### src/rtl/muldiv_ctrl.sv
// muldiv_ctrl
//   Sequencer for the EX-stage multiply/divide unit and owner of the HI/LO
//   registers. It decodes MULT/MULTU/DIV/DIVU/MTHI/MTLO and runs either a
//   MUL_LAT-cycle multiply or a 32-iteration restoring divide. While the unit
//   is working it stalls the pipeline. When the result is ready it commits
//   HI/LO once, unless the op is flushed first.
//
// Parameters
//   MUL_LAT   multiply latency after the start cycle (1..8)
//   HILO_RST  reset value of HI and LO
//
// Ports
//   clk, resetn    clock, asynchronous active-low reset
//   alucontrolE    EX-stage ALU op code
//   validE         EX slot holds a real instruction
//   srcaE, srcbE   rs / rt operands
//   flushE         kills any op in progress; no HI/LO write
//   stall_ext      pipeline frozen by another source; holds DONE and MT* writes
//   stall_md       freeze request while a mul/div is running
//   hi_o, lo_o     registered HI / LO
//   busy           FSM not idle
//
// Configuration
//   MULDIV_DIV0_FAST_EN  when defined, a divide by zero skips the iterations
//                        and goes straight to DONE with the same result values.

module muldiv_ctrl #(
  parameter int          MUL_LAT  = 2,
  parameter logic [31:0] HILO_RST = 32'h0
) (
  input  logic        clk,
  input  logic        resetn,
  input  logic [7:0]  alucontrolE,
  input  logic        validE,
  input  logic [31:0] srcaE,
  input  logic [31:0] srcbE,
  input  logic        flushE,
  input  logic        stall_ext,
  output logic        stall_md,
  output logic [31:0] hi_o,
  output logic [31:0] lo_o,
  output logic        busy
);

  localparam logic [7:0] EXE_MTHI_OP  = 8'b0001_0001;
  localparam logic [7:0] EXE_MTLO_OP  = 8'b0001_0011;
  localparam logic [7:0] EXE_MULT_OP  = 8'b0001_1000;
  localparam logic [7:0] EXE_MULTU_OP = 8'b0001_1001;
  localparam logic [7:0] EXE_DIV_OP   = 8'b0001_1010;
  localparam logic [7:0] EXE_DIVU_OP  = 8'b0001_1011;

  typedef enum logic [1:0] {S_IDLE, S_MUL, S_DIV, S_DONE} state_t;

  state_t      state_q, state_d;
  logic [4:0]  cnt_q, cnt_d;
  logic [63:0] acc_q, acc_d;
  logic [31:0] b_q, b_d;
  logic        q_neg_q, q_neg_d;
  logic        r_neg_q, r_neg_d;
  logic        is_div_q, is_div_d;
  logic [31:0] hi_q, hi_d;
  logic [31:0] lo_q, lo_d;

  logic        is_mul_op, is_div_op, is_signed_op;
  logic        start, div0, mul_last, div_last, commit, mt_ok;
  logic [31:0] a_mag, b_mag;
  logic [32:0] div_diff;
  logic [63:0] mul_res;
  logic [31:0] div_hi, div_lo;

  assign is_mul_op    = (alucontrolE == EXE_MULT_OP) | (alucontrolE == EXE_MULTU_OP);
  assign is_div_op    = (alucontrolE == EXE_DIV_OP)  | (alucontrolE == EXE_DIVU_OP);
  assign is_signed_op = (alucontrolE == EXE_MULT_OP) | (alucontrolE == EXE_DIV_OP);
  assign start        = validE & ~flushE & (state_q == S_IDLE) & (is_mul_op | is_div_op);
  assign div0         = is_div_op & (srcbE == 32'h0);
  assign mul_last     = (cnt_q == 5'(MUL_LAT - 1));
  assign div_last     = (cnt_q == 5'd31);

  // Both datapaths work on operand magnitudes. The signs are reapplied when the result is committed.
  assign a_mag = (is_signed_op & srcaE[31]) ? -srcaE : srcaE;
  assign b_mag = (is_signed_op & srcbE[31]) ? -srcbE : srcbE;

  // Partial remainder shifted left by one, minus the divisor. Bit 32 is the borrow.
  assign div_diff = acc_q[63:31] - {1'b0, b_q};

  // State register
  always_ff @(posedge clk or negedge resetn) begin
    if (!resetn) state_q <= S_IDLE;
    else         state_q <= state_d;
  end

  // Next-state logic; a flush overrides every transition
  always_comb begin
    state_d = state_q;
    case (state_q)
      S_IDLE: begin
        if (start) begin
          state_d = is_mul_op ? S_MUL : S_DIV;
`ifdef MULDIV_DIV0_FAST_EN
          if (div0) state_d = S_DONE;
`endif
        end
      end
      S_MUL:   if (mul_last) state_d = S_DONE;
      S_DIV:   if (div_last) state_d = S_DONE;
      S_DONE:  if (!stall_ext) state_d = S_IDLE;
      default: state_d = S_IDLE;
    endcase
    if (flushE) state_d = S_IDLE;
  end

  // FSM outputs
  always_comb begin
    stall_md = ~flushE & (start | (state_q == S_MUL) | (state_q == S_DIV));
    busy     = (state_q != S_IDLE);
  end

  // Operand latch, iteration counter and multiply/divide accumulator
  always_comb begin
    cnt_d    = cnt_q;
    acc_d    = acc_q;
    b_d      = b_q;
    q_neg_d  = q_neg_q;
    r_neg_d  = r_neg_q;
    is_div_d = is_div_q;
    case (state_q)
      S_IDLE: begin
        if (start) begin
          cnt_d    = 5'd0;
          acc_d    = {32'h0, a_mag};
          b_d      = b_mag;
          is_div_d = is_div_op;
          // A divide by zero returns all-ones in LO, so its quotient sign fix is suppressed.
          q_neg_d  = is_signed_op & (srcaE[31] ^ srcbE[31]) & ~div0;
          r_neg_d  = is_signed_op & is_div_op & srcaE[31];
`ifdef MULDIV_DIV0_FAST_EN
          if (div0) acc_d = {a_mag, 32'hFFFF_FFFF};
`endif
        end
      end
      S_MUL: begin
        cnt_d = cnt_q + 5'd1;
        if (mul_last) acc_d = {32'h0, acc_q[31:0]} * {32'h0, b_q};
      end
      S_DIV: begin
        cnt_d = cnt_q + 5'd1;
        // acc holds {remainder, dividend/quotient}. Each step shifts in one quotient bit.
        if (div_diff[32]) acc_d = {acc_q[62:0], 1'b0};
        else              acc_d = {div_diff[31:0], acc_q[30:0], 1'b1};
      end
      default: ;
    endcase
  end

  // Sign-corrected results, applied only at commit
  always_comb begin
    mul_res = q_neg_q ? -acc_q : acc_q;
    div_lo  = q_neg_q ? -acc_q[31:0]  : acc_q[31:0];
    div_hi  = r_neg_q ? -acc_q[63:32] : acc_q[63:32];
  end

  assign commit = (state_q == S_DONE) & ~stall_ext & ~flushE;
  assign mt_ok  = validE & ~flushE & ~stall_ext & (state_q == S_IDLE);

  // HI/LO update: a mul/div commit, or an MTHI/MTLO write while idle
  always_comb begin
    hi_d = hi_q;
    lo_d = lo_q;
    if (commit) begin
      hi_d = is_div_q ? div_hi : mul_res[63:32];
      lo_d = is_div_q ? div_lo : mul_res[31:0];
    end else if (mt_ok) begin
      if (alucontrolE == EXE_MTHI_OP) hi_d = srcaE;
      if (alucontrolE == EXE_MTLO_OP) lo_d = srcaE;
    end
  end

  always_ff @(posedge clk or negedge resetn) begin
    if (!resetn) begin
      cnt_q    <= 5'd0;
      acc_q    <= 64'h0;
      b_q      <= 32'h0;
      q_neg_q  <= 1'b0;
      r_neg_q  <= 1'b0;
      is_div_q <= 1'b0;
      hi_q     <= HILO_RST;
      lo_q     <= HILO_RST;
    end else begin
      cnt_q    <= cnt_d;
      acc_q    <= acc_d;
      b_q      <= b_d;
      q_neg_q  <= q_neg_d;
      r_neg_q  <= r_neg_d;
      is_div_q <= is_div_d;
      hi_q     <= hi_d;
      lo_q     <= lo_d;
    end
  end

  assign hi_o = hi_q;
  assign lo_o = lo_q;

endmodule

### config.mk
export PLATFORM = sky130hd
export DESIGN_NAME = muldiv_ctrl
export DESIGN_NICKNAME = d
export VERILOG_FILES = /design/src/rtl/muldiv_ctrl.sv
export SDC_FILE = /design/constraint.sdc
export NUM_CORES = 2
export LEC_CHECK = 0
export CORE_MARGIN = 2
export CORE_UTILIZATION = 35
export DETAILED_ROUTE_END_ITERATION = 7
export MAX_ROUTING_LAYER = met4
export PLACE_DENSITY_LB_ADDON = 0.25
export SLEW_MARGIN = 20
export SYNTH_ARGS = -nofsm -noshare
export SYNTH_HDL_FRONTEND = slang
export SYNTH_SLANG_ARGS = --single-unit
### constraint.sdc
create_clock -name clk -period 8.4 [get_ports clk]
set_clock_uncertainty 0.2 [all_clocks]
set_input_delay 2.52 -clock clk [delete_from_list [all_inputs] [get_ports clk]]
set_output_delay 2.52 -clock clk [all_outputs]
set_load 0.005 [all_outputs]
==> flow_summary.json <==
{
  "path_buf_inv": 7,
  "r2r_setup_slack_ns": 0.26,
  "pin_count": 143,
  "fp.dieW_um": 365,
  "async_flop_share": 1.00,
  "ys_types": 70,
  "endpoint_kind": "flip-flop",
  "reg2reg_depth": 27,
  "critPathKind": "reg2reg",
  "endpoint": "acc_q[62]$_DFFE_PN0P_",
  "fillCellCount": 13300,
  "place_worst_setup_slack_ns": -0.209,
  "hold_class": "reg2reg",
  "max_freq_mhz": 123,
  "core-area_um2": 129000,
  "yosys-top-cells-area": "fa_1 (39%), dfrtp_1 (9.3%), ha_1 (8.5%), inv_1 (7.6%), and2_1 (7.3%)",
  "max-slew-margin-rel": 0.319,
  "start_util": 0.352,
  "ant_nets": 0,
  "dieHeight_um": 365,
  "cts_buffers": 17,
  "firstDrtPassIters": 5,
  "fin_crit_sh": 0.969,
  "critPathSlowestCell": "dfrtp_1",
  "setup_viol_count_final": 0,
  "crit_top_cell": "fa_1",
  "r2r_end": "acc_q[62]$_DFFE_PN0P_",
  "viasPerCell": 5.18,
  "startpoint_type": "flip-flop",
  "path_max_fanout": 9,
  "clock_path_buffers": 2,
  "routed_wl_um": 151000,
  "drtIter0Drc": 2640,
  "core.rowCount": 132,
  "max-cap-violations": 0,
  "wl_per_cell_um": 21.4,
  "tns_ns": 0,
  "synth_edf_count": 0,
  "hold_violations": 0,
  "worstPathArrival_ns": 8.33,
  "setup_ws_ns": 0.259,
  "utilization": 0.395,
  "drc": 0,
  "slew_viol_final": 0,
  "status": "complete, no violations",
  "final_common_cell": "inv_1",
  "grt_pass1_wl_um": 235000,
  "synthCells": 5208,
  "synth-seq-cells": 170,
  "synth_nets": 6490,
  "synth_largest_area_cell": "fa_1",
  "clkTransAtPathRegs_ns": 0.09,
  "grt_pass1_vias": 38200,
  "yosysWarnings": 0,
  "worstMarginPinSlew_ns": 1.02,
  "cts_tree": "built",
  "final_cell_mix": "inv_1 (925), fa_1 (896), nand2_1 (669)",
  "clk_latency_ns": 0.50,
  "dp_hpwl_um": 125000,
  "track_usage": 0.238,
  "worstPathRequired_ns": 8.59,
  "io_buffers": 142,
  "grt_max_degree": 75,
  "crit_cells": 27,
  "avgSynthCellArea_um2": 8.76,
  "placed_area_um2": 50400,
  "vias": 36500,
  "crit_family": "adder cells",
  "reg2reg_from": "acc_q[26]$_DFFE_PN0P_",
  "fp.dieArea_um2": 133000,
  "final_area_um2": 51100,
  "nNetsFinal": 6578,
  "cp_slowest_stage_delay_ns": 0.67,
  "netlist_area_um2": 45600,
  "crit_start": "acc_q[26]$_DFFE_PN0P_",
  "ys.flop_type": "dfrtp_1",
  "cts-root-buf": "clkbuf_16",
  "synth_top_area_share": 0.394,
  "drive_above_1_share": 0.0676,
  "gr-total-overflow": 0,
  "antenna_found_initial": 8,
  "cts_sinks": 170,
  "synth-seq-area-share": 0.0933,
  "htreeDepth": 4,
  "gp_congestion": 0.990,
  "syn_to_final_growth_pct": 12.2,
  "finalCriticalPeriod_ns": 8.14
}
worst min-delay path by stage:
stage                          from                    to  slack [ns]  depth (start not counted)
2_1_floorplan  cnt_q[4]$_DFFE_PN0P_  cnt_q[4]$_DFFE_PN0P_        0.29                          1
3_3_place_gp   cnt_q[4]$_DFFE_PN0P_  cnt_q[4]$_DFFE_PN0P_        0.33                          1
3_5_place_dp   hi_o[23]$_DFFE_PN0P_  hi_o[23]$_DFFE_PN0P_        0.34                          2
4_1_cts        hi_o[23]$_DFFE_PN0P_  hi_o[23]$_DFFE_PN0P_        0.36                          2
5_1_grt        hi_o[23]$_DFFE_PN0P_  hi_o[23]$_DFFE_PN0P_        0.40                          2
6_report       hi_o[23]$_DFFE_PN0P_  hi_o[23]$_DFFE_PN0P_        0.36                          2
metrics by stage:
stage,hold WS (ns),instances
after floorplan,0.295,5208
after global placement,0.328,7016
after detailed placement,0.345,7016
after CTS,0.364,7048
after global routing,0.400,7053
final,0.356,7055
registers in the layout (all words and copies together) (netlist names):
signal,count
acc_q,64
r_neg_q,1
is_div_q,1
hi_o,32
lo_o,32
state_q,2
cnt_q,5
b_q,32
q_neg_q,1
cell usage after synthesis (all sizes together) (16+ instances only):
cell type	n
ha	308
buf	47
a211oi	19
nor2b	16
inv	925
nor3	46
nand2b	24
clkbuf	281
or4	25
o22ai	27
or3	30
o21ai	213
xnor2	120
nor2	188
dfrtp	170
o31ai	33
xor2	82
a21o	38
a31oi	16
nand4	28
nand3	37
a21oi	154
and2	533
o41ai	16
fa	897
o221ai	18
nand2	671
a221oi	24
mux2i	84
cells by family after synthesis:
kind of cell / Yosys count / share of synthesized area
buffers and inverters: 1255 / 0.104
AO/OA/AOI/OAI: 651 / 0.0900
adder cells (fa/ha/maj): 1205 / 0.478
flip-flops: 170 / 0.0933
multiplexers: 88 / 0.0194
AND/OR/NAND/NOR: 1637 / 0.177
XOR/XNOR: 202 / 0.0388
routing by layer:
metal	vias up	wire, um	GRT usage	part of all wire
li1	16300	-	-	-
met1	19200	68400	0.333	0.45
met2	954	72000	0.380	0.48
met3	141	7950	0.0236	0.053
met4	0	2800	0.0416	0.018
met5	-	0	-	0
area by class of cell:
class                           instances  area [um^2]  area share
Tap cell                             1742         2180      0.0426
Timing Repair Buffer                  397         3850      0.0754
Antenna cell                            4         10.0    0.000196
Inverter                              927         3480      0.0680
Clock inverter                         14          154     0.00301
Clock buffer                           18          439     0.00859
Sequential cell                       170         4280      0.0837
Multi-Input combinational cell       3783        36700       0.719
what timing repair did:
action                     4_1_cts  5_1_grt
pin swaps                        0        4
resized for setup                3       48
buffers inserted                 0        2
gates cloned                     0        1
setup endpoints to repair        7       20
hold buffers                     0        0
worst min-delay path, stage by stage (launching register included):
cell     delay [ns]
dfrtp_1        0.35
mux2i_1        0.07
o21ai_1        0.11
Power is left out: the tool's default activity adds up to more than one toggle a clock period on the data nets, which glitch-free logic cannot reach.
